--- config.mk ---
export PLATFORM = sky130hd
export DESIGN_NAME = adder_sum_accumulator
export DESIGN_NICKNAME = d
export VERILOG_FILES = /design/src/rtl/adder_sum_accumulator.sv
export SDC_FILE = /design/constraint.sdc
export NUM_CORES = 1
export LEC_CHECK = 0
export CORE_MARGIN = 5
export CORE_UTILIZATION = 40
export DETAILED_ROUTE_END_ITERATION = 16
export GPL_TIMING_DRIVEN = 0
export HOLD_SLACK_MARGIN = 0.08
export PLACE_DENSITY = 0.76
export RECOVER_POWER = 50
export SYNTH_ARGS = -nofsm -noshare
export SYNTH_HDL_FRONTEND = slang
export SYNTH_SLANG_ARGS = --single-unit
--- constraint.sdc ---
create_clock -name clk -period 3 [get_ports clk]
set_input_delay 0.9 -clock clk [delete_from_list [all_inputs] [get_ports clk]]
set_output_delay 0.9 -clock clk [all_outputs]
set_load 0.01 [all_outputs]
--- src/rtl/adder_sum_accumulator.sv ---
// Accumulates a commanded number of 9-bit adder results ({cout,sum}) into a wider total.
// Optional macro ADDER_SUM_ACCUMULATOR_SATURATE_EN clamps the total at all-ones instead of wrapping.
module adder_sum_accumulator #(
  parameter int IN_W  = 8,
  parameter int ACC_W = 16,
  parameter int CNT_W = 8
) (
  input  logic             clk,
  input  logic             rst_n,
  input  logic             start,
  input  logic [CNT_W-1:0] count,
  input  logic             in_valid,
  output logic             in_ready,
  input  logic [IN_W-1:0]  sum,
  input  logic             cout,
  output logic             out_valid,
  input  logic             out_ready,
  output logic [ACC_W-1:0] acc_out,
  output logic             overflow,
  output logic             busy
);

  typedef enum logic [1:0] {
    IDLE  = 2'd0,
    ACCUM = 2'd1,
    DONE  = 2'd2
  } state_t;

  state_t           state, state_nxt;
  logic [CNT_W-1:0] remaining, remaining_nxt;
  logic [ACC_W-1:0] acc_nxt;
  logic             overflow_nxt;
  logic [ACC_W-1:0] operand;
  logic [ACC_W:0]   acc_sum;

  assign operand = ACC_W'({cout, sum});
  assign acc_sum = {1'b0, acc_out} + {1'b0, operand};

  always_ff @(posedge clk) begin
    if (!rst_n) begin
      state     <= IDLE;
      remaining <= '0;
      acc_out   <= '0;
      overflow  <= 1'b0;
    end else begin
      state     <= state_nxt;
      remaining <= remaining_nxt;
      acc_out   <= acc_nxt;
      overflow  <= overflow_nxt;
    end
  end

  always_comb begin
    state_nxt     = state;
    remaining_nxt = remaining;
    acc_nxt       = acc_out;
    overflow_nxt  = overflow;
    case (state)
      IDLE: begin
        if (start) begin
          acc_nxt      = '0;
          overflow_nxt = 1'b0;
          if (count != '0) begin
            remaining_nxt = count;
            state_nxt     = ACCUM;
          end else begin
            state_nxt = DONE;
          end
        end
      end
      ACCUM: begin
        if (in_valid) begin
          acc_nxt       = acc_sum[ACC_W-1:0];
          remaining_nxt = remaining - 1'b1;
          if (acc_sum[ACC_W]) begin
            overflow_nxt = 1'b1;
`ifdef ADDER_SUM_ACCUMULATOR_SATURATE_EN
            acc_nxt = '1;
`else
            acc_nxt = acc_sum[ACC_W-1:0];
`endif
          end
          if (remaining == CNT_W'(1)) state_nxt = DONE;
        end
      end
      DONE: begin
        // A start arriving while the result drains is deliberately dropped.
        if (out_ready) state_nxt = IDLE;
      end
      default: state_nxt = IDLE;
    endcase
  end

  assign in_ready  = (state == ACCUM);
  assign out_valid = (state == DONE);
  assign busy      = (state != IDLE);

endmodule

==> results.md <==
- Post-Synthesis Cells: about 220
- Unique masters post-synth: between 50 and 60
- FP Rows: 24
- Nets: 300
- GRT Total Usage: 0.152
- Primary FF master, synth: dfxtp_1
- Antenna violations before repair: 0
- P per Cell Area: 392 mW/mm²
- FF-to-FF End: overflow
- Multi-input logic area: around 0.0011 mm²
- Post-synthesis average cell area: about 8.1 µm²
- Worst EP arrival: 2.99 ns
- Max-Cap Viols: 0
- Outcome: finished clean
- Total CTS buffers: 3
- Reg clk slew, reported paths: around 0.090 ns
- Reg2Reg Setup Slack: 0.89 ns
- Dpl ws: -0.154 ns
- Proportion of layout cells with a drive suffix above 1: 0.0642
- Switching part of the total: 0.327
- Iteration-0 DRC Markers: between 70 and 80
- RSZ-0062 raised after global routing: false
- Full die area: 0.00588 mm²
- Slew Limit Fails: 0
- Leak: around 0.96 nW
- NetSw: about 0.29 mW
- CP max FO: 6
- Synth cell count leaders: 27 x dfxtp_1, 26 x nand2_1, 21 x nor2_1
- Via-to-Cell Ratio: 5.54
- WL final: 4390 µm
- Synth-to-layout area growth: 28.7%
- Post-synth ARST share: 0
- Cells on worst reg2reg path: 8
- Post-layout min period: between 2 and 3 ns
- Initial Utilization: 0.411
- Post-synthesis sequential area ratio: 0.304
- Path type of the worst min-delay path: register to register
- DRC viols: 0
- Critical Path, Cell by Cell: clkdlybuf4s50_1, ha_1, inv_1, fa_1, nand2b_1, a211oi_2, o311a_1, nor2_1, o31ai_1
- CTS tree: done
- Fmax: about 360 MHz
- Hold path depth: 2
- Clk root buf: clkbuf_8
- Hold_sp: overflow
- FF/Latch Area: about 540 µm²
- First-pass GRT wire length: 7550 µm
- Startpoint Class: input pin
- Register bit total from synthesis: 27
- H-tree levels: 1
- Final GP Congestion: 0.826
- Finished layout cell area: around 0.0023 mm²
- Clock group share of total power: 0.240
- Post-Syn Area: roughly 0.0018 mm²
- Core Area: ~0.0043 mm²
- Pwr Total: ~0.9 mW
- Area share of the largest cell type after synthesis: 0.304
- R2R Path Start: acc_out[0]
- First-pass DRT Iterations: 4
- Post-route clock period utilization: 0.934
- Top Ports: between 40 and 50
- Syn_nets: between 200 and 300
- Fin. Hold Viols: 0
- Vias in the first global route: between 1500 and 2000
- Worst slew pin tran: 0.584 ns
- Ant. Diodes: 0
- Area leader, netlist: dfxtp_1
- CP max stage cell: clkdlybuf4s50_1
- EDFF count, synth: 0
- Avg WL per Cell: ~14 µm
- Post-place instance area: 0.00225 mm²
- FILL cells: around 420
- Synth warn: 0
- Post-DRT Antenna Nets: 0
- Largest net degree at the start of global routing: 15
- Final WS setup: slightly below 0.2 ns
- HPWL Detailed: ~3400 µm
- Combinational power share: 0.314
- IO Port Bufs: between 40 and 50
- Worst ir drop on vdd: 0.186 mV
- Final setup violation count: 0
- Slew margin rel.: 0.610
- Layout Skew: between 0.002 and 0.0025 ns
- Clk_lat worst skew: 0.27 ns
- Critical Path RT: between 3 and 4 ns
- Post-CTS Hold Buffers: 0
- Int Power: about 0.60 mW
- CTS max path bufs: 2
- Count leader, synth: dfxtp_1
- Area contributors post-synth: dfxtp_1 30%, ha_1 7.7%, nand2_1 5.5%
- Die Wd: about 77 µm
- Hold worst-path end: overflow
- Max stage delay on crit path: approximately 0.46 ns
- Reg power frac: 0.446
- Overflow after GRT: 0
- Clock Sinks: 27
- Element type at the critical path end: register
- WS Path Type: input pin to register
- Die Y: 76.7 µm
- Via count: about 1800
-- flip-flops by register name, indices dropped and copies added, names as in the netlist --
signal	cells
acc_out	16
remaining	8
state	2
overflow	1
-- logic make-up (layout without fill, tap and decap cells) --
logic type,count (synthesis),in the layout,synth area share
adder cells (fa/ha/maj),12,12,0.0887
AND/OR/NAND/NOR,87,87,0.252
flip-flops,27,27,0.304
multiplexers,3,3,0.0169
buffers and inverters,18,64,0.0471
XOR/XNOR,5,5,0.0246
AO/OA/AOI/OAI,67,67,0.267
-- layer usage --
metal	wire [µm]	up-vias	track usage	part of all wire
li1	-	896	-	-
met1	1990	808	0.193	0.45
met2	2130	43	0.258	0.48
met3	187	8	0.0234	0.043
met4	83	0	0.0542	0.019
met5	0	-	0	0
-- power groups by stage --
stage | Combinational [mW] | Sequential, mW | Clock, mW
3_3_place_gp | 0.282 | 0.407 | 0
2_1_floorplan | 0.190 | 0.406 | 0
6_report | 0.281 | 0.400 | 0.215
3_5_place_dp | 0.287 | 0.408 | 0
4_1_cts | 0.289 | 0.400 | 0.220
5_1_grt | 0.315 | 0.403 | 0.232
-- cell type report --
class	instances	share of cell area
multi-input combinational	174	0.497
sequential	27	0.236
timing repair buffer	42	0.183
tap	52	0.0284
clock buffer	4	0.0197
buffer	7	0.0180
inverter	11	0.0180
-- metrics by stage --
step / utilization / TNS, ns / instances / hold slack (ns)
finish: 0.529 / 0 / 317 / 0.473
floorplan: - / 0 / 219 / 0.450
global placement: 0.521 / -0.457 / 312 / 0.440
CTS: 0.532 / 0 / 316 / 0.480
global route: 0.529 / 0 / 317 / 0.506
detailed placement: 0.521 / -0.510 / 312 / 0.466
-- cells in the final DEF (no fill, tap or decap), types with 2 or more instances in the layout --
cell             netlist  layout
a211oi_1               3       2
a21boi_0               2       2
a21o_1                 4       4
a21oi_1               17      18
a22oi_1                4       4
a311oi_1               2       2
a32o_1                 2       2
and3b_1                2       2
buf_6                  2       2
clkbuf_1               4       6
clkbuf_8               0       3
clkdlybuf4s50_1        0      23
dfxtp_1               27      27
dlygate4sd3_1          0      18
ha_1                  11      11
inv_1                 10      10
mux2i_1                3       3
nand2_1               26      26
nand2b_1               4       4
nand3_1                7       7
nand3b_1               2       2
nor2_1                21      22
nor2b_1                2       2
nor3_1                 5       5
o211ai_1               2       2
o21ai_0               13      13
o22ai_1                2       2
o31ai_1                4       4
or3_1                  4       4
or4_4                  2       2
xnor2_1                2       2
xor2_1                 3       3
-- timing repair --
item / CTS / global route
gates resized for setup: 0 / 1
buffers inserted: 0 / 1
endpoints found under the setup margin: 0 / 2
-- worst max path at each step --
stage          startpoint          end  slack, ns  depth (start not counted)
5_1_grt            sum[1]  acc_out[13]       0.06                          7
3_3_place_gp       sum[0]  acc_out[12]      -0.15                          9
3_5_place_dp       sum[0]     overflow      -0.15                          9
2_1_floorplan      sum[0]  acc_out[10]       0.52                          8
4_1_cts            sum[0]     overflow       0.14                          9
6_report           sum[0]     overflow       0.20                          9
-- critical path, delay by kind of cell --
family | cells | cell delay (ns)
buffers and inverters | 2 | 0.52
adders and majority gates | 2 | 0.55
AOI/OAI and AO/OA | 3 | 0.76
and+or+nand+nor | 2 | 0.25
Power figures use the tool's default switching activity.
